File: src/rtl/cla_pkg.sv
// Shared definitions for the chunked CLA adder: chunk size, FSM states and
// the chunk-count helper used to size the sequencing logic.
package cla_pkg;

  localparam int CHUNK = 16;

  typedef enum logic [1:0] {
    IDLE = 2'd0,
    RUN  = 2'd1,
    DONE = 2'd2
  } cla_state_t;

  // Number of CHUNK-bit slices in a WIDTH-bit operand.
  function automatic int chunk_count(input int width);
    return width / CHUNK;
  endfunction

endpackage

File: src/rtl/CLA_16_bit_block.sv
// 16-bit carry-lookahead adder: four 4-bit lookahead groups whose group
// generate/propagate terms are chained to form the inter-group carries.
module CLA_16_bit_block
  import cla_pkg::*;
(
  input  logic [CHUNK-1:0] a,
  input  logic [CHUNK-1:0] b,
  input  logic             cin,
  output logic [CHUNK-1:0] sum,
  output logic             cout
);

  logic [CHUNK-1:0] g;
  logic [CHUNK-1:0] p;
  logic [CHUNK:0]   c;
  logic [3:0]       gg;
  logic [3:0]       gp;

  assign g = a & b;
  assign p = a ^ b;

  // Per-group lookahead carries, then group G/P chained into the next group.
  always_comb begin
    c    = '0;
    gg   = '0;
    gp   = '0;
    c[0] = cin;
    for (int k = 0; k < 4; k++) begin
      gp[k] = &p[4*k +: 4];
      gg[k] = g[4*k+3]
            | (p[4*k+3] & g[4*k+2])
            | (p[4*k+3] & p[4*k+2] & g[4*k+1])
            | (p[4*k+3] & p[4*k+2] & p[4*k+1] & g[4*k]);
      c[4*k+1] = g[4*k] | (p[4*k] & c[4*k]);
      c[4*k+2] = g[4*k+1]
               | (p[4*k+1] & g[4*k])
               | (p[4*k+1] & p[4*k] & c[4*k]);
      c[4*k+3] = g[4*k+2]
               | (p[4*k+2] & g[4*k+1])
               | (p[4*k+2] & p[4*k+1] & g[4*k])
               | (p[4*k+2] & p[4*k+1] & p[4*k] & c[4*k]);
      c[4*k+4] = gg[k] | (gp[k] & c[4*k]);
    end
  end

  assign sum  = p ^ c[CHUNK-1:0];
  assign cout = c[CHUNK];

endmodule

File: src/rtl/cla_chunked_adder.sv
// Multi-cycle WIDTH-bit adder built around one 16-bit CLA. Operands are
// captured on accept, then added one 16-bit chunk per cycle (LSB first) with
// the chunk carry held in a register between cycles.
//
// Handshakes: a transfer happens on a rising edge where valid && ready.
// in_ready and out_valid are decoded from the state register only, so
// neither depends combinationally on in_valid or out_ready; out_valid stays
// high with sum/cout/ovf frozen until the consumer takes the result.
module cla_chunked_adder
  import cla_pkg::*;
#(
  parameter int WIDTH = 64
) (
  input  logic             clk,
  input  logic             rst_n,
  input  logic             in_valid,
  output logic             in_ready,
  input  logic [WIDTH-1:0] a,
  input  logic [WIDTH-1:0] b,
  input  logic             cin,
  output logic             out_valid,
  input  logic             out_ready,
  output logic [WIDTH-1:0] sum,
  output logic             cout,
  output logic             ovf,
  output logic             busy,
  output logic [1:0]       dbg_state
);

  localparam int N    = chunk_count(WIDTH);
  localparam int IDXW = (N > 1) ? $clog2(N) : 1;
  localparam logic [IDXW-1:0] LAST_IDX = IDXW'(N - 1);

  if ((WIDTH % CHUNK) != 0 || WIDTH < CHUNK) begin : g_width_check
    $error("cla_chunked_adder: WIDTH must be a non-zero multiple of 16");
  end

  cla_state_t       state;
  logic [WIDTH-1:0] a_reg;
  logic [WIDTH-1:0] b_reg;
  logic             carry;
  logic [IDXW-1:0]  idx;

  logic [CHUNK-1:0] cla_a;
  logic [CHUNK-1:0] cla_b;
  logic [CHUNK-1:0] cla_sum;
  logic             cla_cout;

  assign cla_a = a_reg[idx*CHUNK +: CHUNK];
  assign cla_b = b_reg[idx*CHUNK +: CHUNK];

  CLA_16_bit_block u_cla (
    .a    (cla_a),
    .b    (cla_b),
    .cin  (carry),
    .sum  (cla_sum),
    .cout (cla_cout)
  );

  assign in_ready  = (state == IDLE);
  assign out_valid = (state == DONE);
  assign busy      = (state != IDLE);
  assign dbg_state = state;

  // Sequencer: capture operands, walk the chunks, then hold the result.
  always_ff @(posedge clk or negedge rst_n) begin
    if (!rst_n) begin
      state <= IDLE;
      a_reg <= '0;
      b_reg <= '0;
      carry <= 1'b0;
      idx   <= '0;
      sum   <= '0;
      cout  <= 1'b0;
      ovf   <= 1'b0;
    end else begin
      case (state)
        IDLE: begin
          if (in_valid) begin
            a_reg <= a;
            b_reg <= b;
            carry <= cin;
            idx   <= '0;
            state <= RUN;
          end
        end
        RUN: begin
          sum[idx*CHUNK +: CHUNK] <= cla_sum;
          carry                   <= cla_cout;
          if (idx == LAST_IDX) begin
            cout  <= cla_cout;
            // Top chunk's MSB is the sum's sign bit.
            ovf   <= (a_reg[WIDTH-1] == b_reg[WIDTH-1]) &&
                     (cla_sum[CHUNK-1] != a_reg[WIDTH-1]);
            state <= DONE;
          end else begin
            idx <= idx + 1'b1;
          end
        end
        DONE: begin
          if (out_ready) begin
            state <= IDLE;
          end
        end
        default: state <= IDLE;
      endcase
    end
  end

endmodule

File: config.mk
export PLATFORM = sky130hd
export DESIGN_NAME = cla_chunked_adder
export DESIGN_NICKNAME = d
export VERILOG_FILES = /design/src/rtl/cla_pkg.sv /design/src/rtl/CLA_16_bit_block.sv /design/src/rtl/cla_chunked_adder.sv
export SDC_FILE = /design/constraint.sdc
export NUM_CORES = 1
export LEC_CHECK = 0
export ABC_AREA = 0
export BUFFER_PORTS_ARGS = -buffer_cell sky130_fd_sc_hd__buf_4
export CAP_MARGIN = 20
export CORE_MARGIN = 2
export CORE_UTILIZATION = 45
export CTS_BUF_LIST = sky130_fd_sc_hd__clkbuf_8
export CTS_CLUSTER_DIAMETER = 100
export DETAILED_ROUTE_END_ITERATION = 10
export GPL_TIMING_DRIVEN = 0
export PLACE_DENSITY_LB_ADDON = 0.15
export SETUP_SLACK_MARGIN = 0.3
export SYNTH_ARGS = -nofsm -noshare
export SYNTH_HDL_FRONTEND = slang
export SYNTH_SLANG_ARGS = --single-unit
File: constraint.sdc
create_clock -name clk -period 9.2 [get_ports clk]
set_clock_uncertainty 0.15 [all_clocks]
set_input_delay 1.38 -clock clk [delete_from_list [all_inputs] [get_ports clk]]
set_output_delay 1.38 -clock clk [all_outputs]
set_load 0.02 [all_outputs]
# After elaboration in Yosys (flattened, before gate mapping)
# Cells that the tools add are included.
# classes
n_addsub	2
n_mul	0
n_div	0
magnitude_cmp	0
n_eq_ne	9
shift	4
mux	10
bitwise_logic	103
reduce_logical	13
# op_table
cell	count
variable part select 64 x 7 -> 16 bit	2
bitwise mux 64 bit	1
variable shift 16 x 34 -> 64 bit (first input constant)	1
variable part select 16 x 34 -> 64 bit	1
AND 1 bit	60
bitwise OR 1 bit	40
negation 6 -> 34 bit	1
XOR 16 bit	2
AND 16 bit	1
AND reduction 4 bit	4
two-way mux 2 bit	5
!= test 2 bit (second input constant)	3
case mux 2 bit (3 select lines)	1
AND reduction 2 bit	3
AND reduction 3 bit	2
equality test 2 bit (second input constant)	2
case mux 2 bit (2 select lines)	1
nonzero test 2 bit	2
adder 2 x 1 -> 2 bit (second input constant)	1
equality test 2 x 1 -> 1 bit (second input constant)	1
logical NOT 2 bit	1
!= test 2 x 1 -> 1 bit (second input constant)	1
case mux 1 bit (2 select lines)	1
equality test 1 bit	1
3 further kinds	3
# word_totals
register_bits	199
latchBits	0
mem_bits_rw	0
mem_bits_ro	0
input_bits	133
out_inout_bits	71
wordCells	149
mem_count	0

# Longest topological paths before layout
# logic_depth
depth_word	16
ltp_mapped	14
depth_no_buf	12

# By module
# A second synthesis with hierarchy kept.
# hier_totals
hier_cells	589
hier_area_um2	9012.4
# modules_own_cells
module	instances	cells_per_inst	area_each_um2	seq_area_each_um2
cla_chunked_adder	1	507	8314.2	4979.8
CLA_16_bit_block	1	82	698.2	0.0

# Least setup slack after synthesis
# No wires, ideal clock.
# synth_timing
path_type	register to register
from	reg idx[0]
to	reg sum[12]
setup_time_ns	0.084
t_arrival_ns	3.705
t_required_ns	8.966
slack_ns	5.260
path_stages_with_launch	14
path_buffers	2
period_less_slack_ns	3.940
cell_sequence	dfrtp_1 -> clkbuf_1 -> buf_2 -> mux4_2 -> ha_1 -> o21a_1 -> a211o_1 -> a21oi_1 -> o21ai_1 -> a21oi_1 -> nor2b_1 -> nor2_1 -> fa_1 -> o21ai_0
# synth_via
elab_chain_cells	16
elab_cells_between_ends	102
classes_between	add/sub (1); shift (4); mux (1); bitwise (93); reduce/logical (3)
# synth_lines
element	line	text
start: declaration	cla_chunked_adder.sv:42	logic [IDXW-1:0] idx;
start signal: assignment	cla_chunked_adder.sv:97	idx <= idx + 1'b1;
variable part select 64 x 7 -> 16 bit, on equally long branches	cla_chunked_adder.sv:49, cla_chunked_adder.sv:50	
XOR 16 bit / AND 16 bit (equally long branches)	CLA_16_bit_block.sv:20, CLA_16_bit_block.sv:19	
AND 1 bit, on equally long branches	CLA_16_bit_block.sv:31, CLA_16_bit_block.sv:32, CLA_16_bit_block.sv:33	
bitwise OR 1 bit, or another cell as far along	CLA_16_bit_block.sv:31	| (p[4*k+3] & g[4*k+2])
bitwise OR 1 bit / AND 1 bit (equally long branches)	CLA_16_bit_block.sv:32, CLA_16_bit_block.sv:33	
bitwise OR 1 bit	CLA_16_bit_block.sv:33	| (p[4*k+3] & p[4*k+2] & p[4*k+1] & g[4*k]);
bitwise OR 1 bit	CLA_16_bit_block.sv:42	c[4*k+4] = gg[k] | (gp[k] & c[4*k]);
AND 1 bit	CLA_16_bit_block.sv:42	
bitwise OR 1 bit	CLA_16_bit_block.sv:42	
AND 1 bit	CLA_16_bit_block.sv:42	
bitwise OR 1 bit	CLA_16_bit_block.sv:42	
AND 1 bit, on equally long branches	CLA_16_bit_block.sv:34, CLA_16_bit_block.sv:37, CLA_16_bit_block.sv:41	
bitwise OR 1 bit, on equally long branches	CLA_16_bit_block.sv:34, CLA_16_bit_block.sv:37, CLA_16_bit_block.sv:41	
XOR 16 bit	CLA_16_bit_block.sv:46	assign sum = p ^ c[CHUNK-1:0];
variable part select 16 x 34 -> 64 bit	cla_chunked_adder.sv:88	sum[idx*CHUNK +: CHUNK] <= cla_sum;
bitwise mux 64 bit *	cla_chunked_adder.sv:88	
end signal: indexed assignment	cla_chunked_adder.sv:88	
end: declaration	cla_chunked_adder.sv:23	output logic [WIDTH-1:0] sum,
# Mark *: on every way between the ends. The rest lies on a longest branch, timed or not.
# A chain may end at the register's enable or synchronous reset.

# Worst setup path in the final report
# layout_timing
from	reg idx[0]
to	reg sum[29]
# The elaborated chain is that of the path after synthesis.

==> metrics.yaml <==
outcome:
  status: "completed"
die:
  fp-row-count: 51
  die_x_um: 144
  core_mm2: 0.0193
  initial_core_util_pct: 45.6
  die_h_um: 144
  die-area_mm2: 0.0207
  io_pins: 204
yosys:
  synthCells: 618
  synthesis.area_mm2: 0.00881
  synth_edf_count: 0
  synth_top_area_share_pct: 56.5
  synth_fp_nets: 777
  synth_top_cell_by_area: "dfrtp_1"
  avgSynthCellArea_um2: 14.3
  yosys_warnings: 0
  ys_top_cells_by_area: "dfrtp_1, mux2_2, mux4_2, a22o_1, ha_1"
  synth_seq_area_share_pct: 56.5
  ys.flop_type: "dfrtp_1"
  async_flop_share_pct: 100
  yosysUniqueCellTypes: 42
  ys_seq_elements: 199
clocking:
  cts_sinks: 199
  cts.htree.levels: 4
  clk_latency_ns: 0.47
  cts_tree: "done"
  cts_setup_buffers: 0
  ctsHoldBuffers: 0
  cts_resized: 0
  clk_pin_slew_ns: 0.09
  cts.path.max_buffers: 2
  cts-buffers-inserted: 17
  cts-root-buf: "clkbuf_8"
detailed_routing:
  first_iter_violations: 304
  drtPass1Iterations: 4
  drc: 0
  wl_met1_um: 9510
  met2WireLength_um: 10900
  antenna_left: 0
  wl_per_cell_um: 19.8
  top_layer_used: "met4"
  met3_length_um: 1450
  routed_wl_um: 22200
  vias_per_cell: 5.33
  via_count: 5970
critical_path:
  start_kind: "register"
  ff2ff_path_depth: 14
  critPathArrivalTime_ns: 4.99
  cp-end-kind: "register"
  reg2reg_to: "sum[29]$_DFFE_PN0P_"
  worst_ep_required_time_ns: 9.38
  critPathKind: "register to register"
  startpoint: "idx[0]$_DFFE_PN0P_"
  r2r_start: "idx[0]$_DFFE_PN0P_"
  cp_max_fo: 10
  crit_end: "sum[29]$_DFFE_PN0P_"
  r2r_slack_ns: 4.39
global_route:
  grt_use_total_pct: 22.3
  grt_pass1_wl_um: 34200
  grt_antenna_before_repair: 0
  grt_max_degree: 122
  gr-total-overflow: 0
  grt_pass1_vias: 6227
timing:
  setup_ws_ns: 4.39
  finalCriticalPeriod_ns: 4.81
  fin_tns_setup_ns: 0
  rsz0062_at_grt: "false"
  worst_pin_slew_ns: 0.983
  finalSetupViolations: 0
  max-slew-margin-rel_pct: 34.0
  hold_violations: 0
  drv_slew: 0
  clock.fmax_mhz: 208
  finalCritPeriodShare_pct: 52.3
layout:
  design_area_mm2: 0.0112
  final_util_pct: 57.8
  final_cells: 1120
  drive_above_1_share_pct: 48.9
  syn_to_final_growth_pct: 26.7
  diodes: 0
  nets: 1001
placement:
  dp_hpwl_um: 17200
  globalplace.congestion: 0.841
  dp_cells: 1087
  port_buffers: 203
  dp_slack_ns: 4.32
  dpl_cell_area_mm2: 0.0107
job:
  maxCapViolCount: 0
power_and_ir_drop:
  irDropWorstVdd_mv: 0.183
  p_per_area_mw_per_mm2: 423
  leakagePower_nw: 5.15
hold_path:
  min_path_type: "register to register"
  worstHoldStart: "sum[63]$_DFFE_PN0P_"
critical path, cell delays in order (launching register included):
cell	delay [ns]
dfrtp_1	0.41
clkbuf_1	0.55
buf_2	0.47
mux4_2	0.61
ha_1	0.38
o21a_1	0.22
a211o_1	0.32
a21oi_1	0.19
o21ai_1	0.13
a21oi_1	0.31
nor2b_1	0.08
nor2_1	0.15
fa_1	0.20
xor2_1	0.34
o21ai_0	0.16
cells by family (layout without fill, tap and decap cells):
group	after synthesis	after routing	synth area share, %
fa+ha+maj	26	26	4.03
compound gates	107	107	8.23
mux	160	160	24.5
simple gates	73	73	3.75
flops	199	199	56.5
xor+xnor	9	9	0.894
buf+inv	44	281	2.06
through the flow:
| step | total power (W) | hold slack (ns) |
|---|---|---|
| final | 0.00472 | 0.341 |
| after global routing | 0.00509 | 0.371 |
| after detailed placement | 0.00413 | 0.324 |
| after floorplan | 0.00324 | 0.325 |
| after global placement | 0.00402 | 0.314 |
| after CTS | 0.00477 | 0.346 |
worst min-delay path by stage:
stage,end,cells past startpoint
floorplan,a_reg[32]$_DFFE_PN0P_,1
global placement,sum[53]$_DFFE_PN0P_,2
detailed placement,sum[63]$_DFFE_PN0P_,2
CTS,sum[63]$_DFFE_PN0P_,2
global route,sum[59]$_DFFE_PN0P_,2
finish,sum[63]$_DFFE_PN0P_,2
area by class of cell:
| type | instances | area [um^2] |
|---|---|---|
| buffer | 31 | 133 |
| clock buffer | 19 | 262 |
| clock inverter | 13 | 200 |
| fill | 1593 | 8160 |
| inverter | 13 | 48.8 |
| multi-input combinational | 375 | 3650 |
| sequential | 199 | 4980 |
| tap | 265 | 332 |
| timing repair buffer | 205 | 1560 |
routing by layer:
layer  vias to the layer above  GRT usage [%]
met3                        22           5.96
met1                      3056           29.5
met4                         0           7.84
met5                         -              0
li1                       2714              -
met2                       178           35.9
synthesized netlist by cell type, drive strengths merged, types with 2 or more instances:
cell type and n:
dfrtp 199, mux2 128, o21ai 42, nand2 41, a22o 32, mux4 32, ha 22, buf 17
a21oi 14, clkbuf 14, inv 13, nor2 10, nor3 6, xor2 5, a21o 4, fa 4
xnor2 4, a211oi 3, nand2b 3, o21a 3, or3 3, a211o 2, nand3 2, nor2b 2
o21bai 2
power breakdown:
group,switching [W],internal (W),leakage [nW],total (W)
Clock,0.000303,0.000338,0.241,0.000641
Combinational,0.00144,0.00115,2.43,0.00259
Sequential,0.000218,0.00128,2.47,0.00149
Total,0.00196,0.00277,5.15,0.00472
cell usage in the layout, fill, tap and decap left out, types with 3 or more instances in the layout:
master / Yosys / routed
o21ai_1: 5 / 5
mux4_2: 32 / 32
a22o_1: 32 / 32
clkbuf_8: 0 / 19
clkinv_2: 0 / 4
buf_4: 0 / 202
dfrtp_1: 199 / 199
inv_1: 13 / 14
buf_1: 4 / 4
mux2_2: 128 / 128
or3_1: 3 / 3
fa_1: 4 / 4
nor2_1: 10 / 10
clkbuf_1: 14 / 14
nand2_1: 41 / 41
buf_2: 13 / 13
a21oi_1: 13 / 13
ha_1: 22 / 22
xor2_1: 5 / 5
o21ai_0: 37 / 37
xnor2_1: 4 / 4
nand2b_1: 3 / 3
a21o_2: 3 / 3
nor3_1: 5 / 5
bufinv_16: 0 / 5
o21a_1: 3 / 3
(Power assumes the default switching activity.)
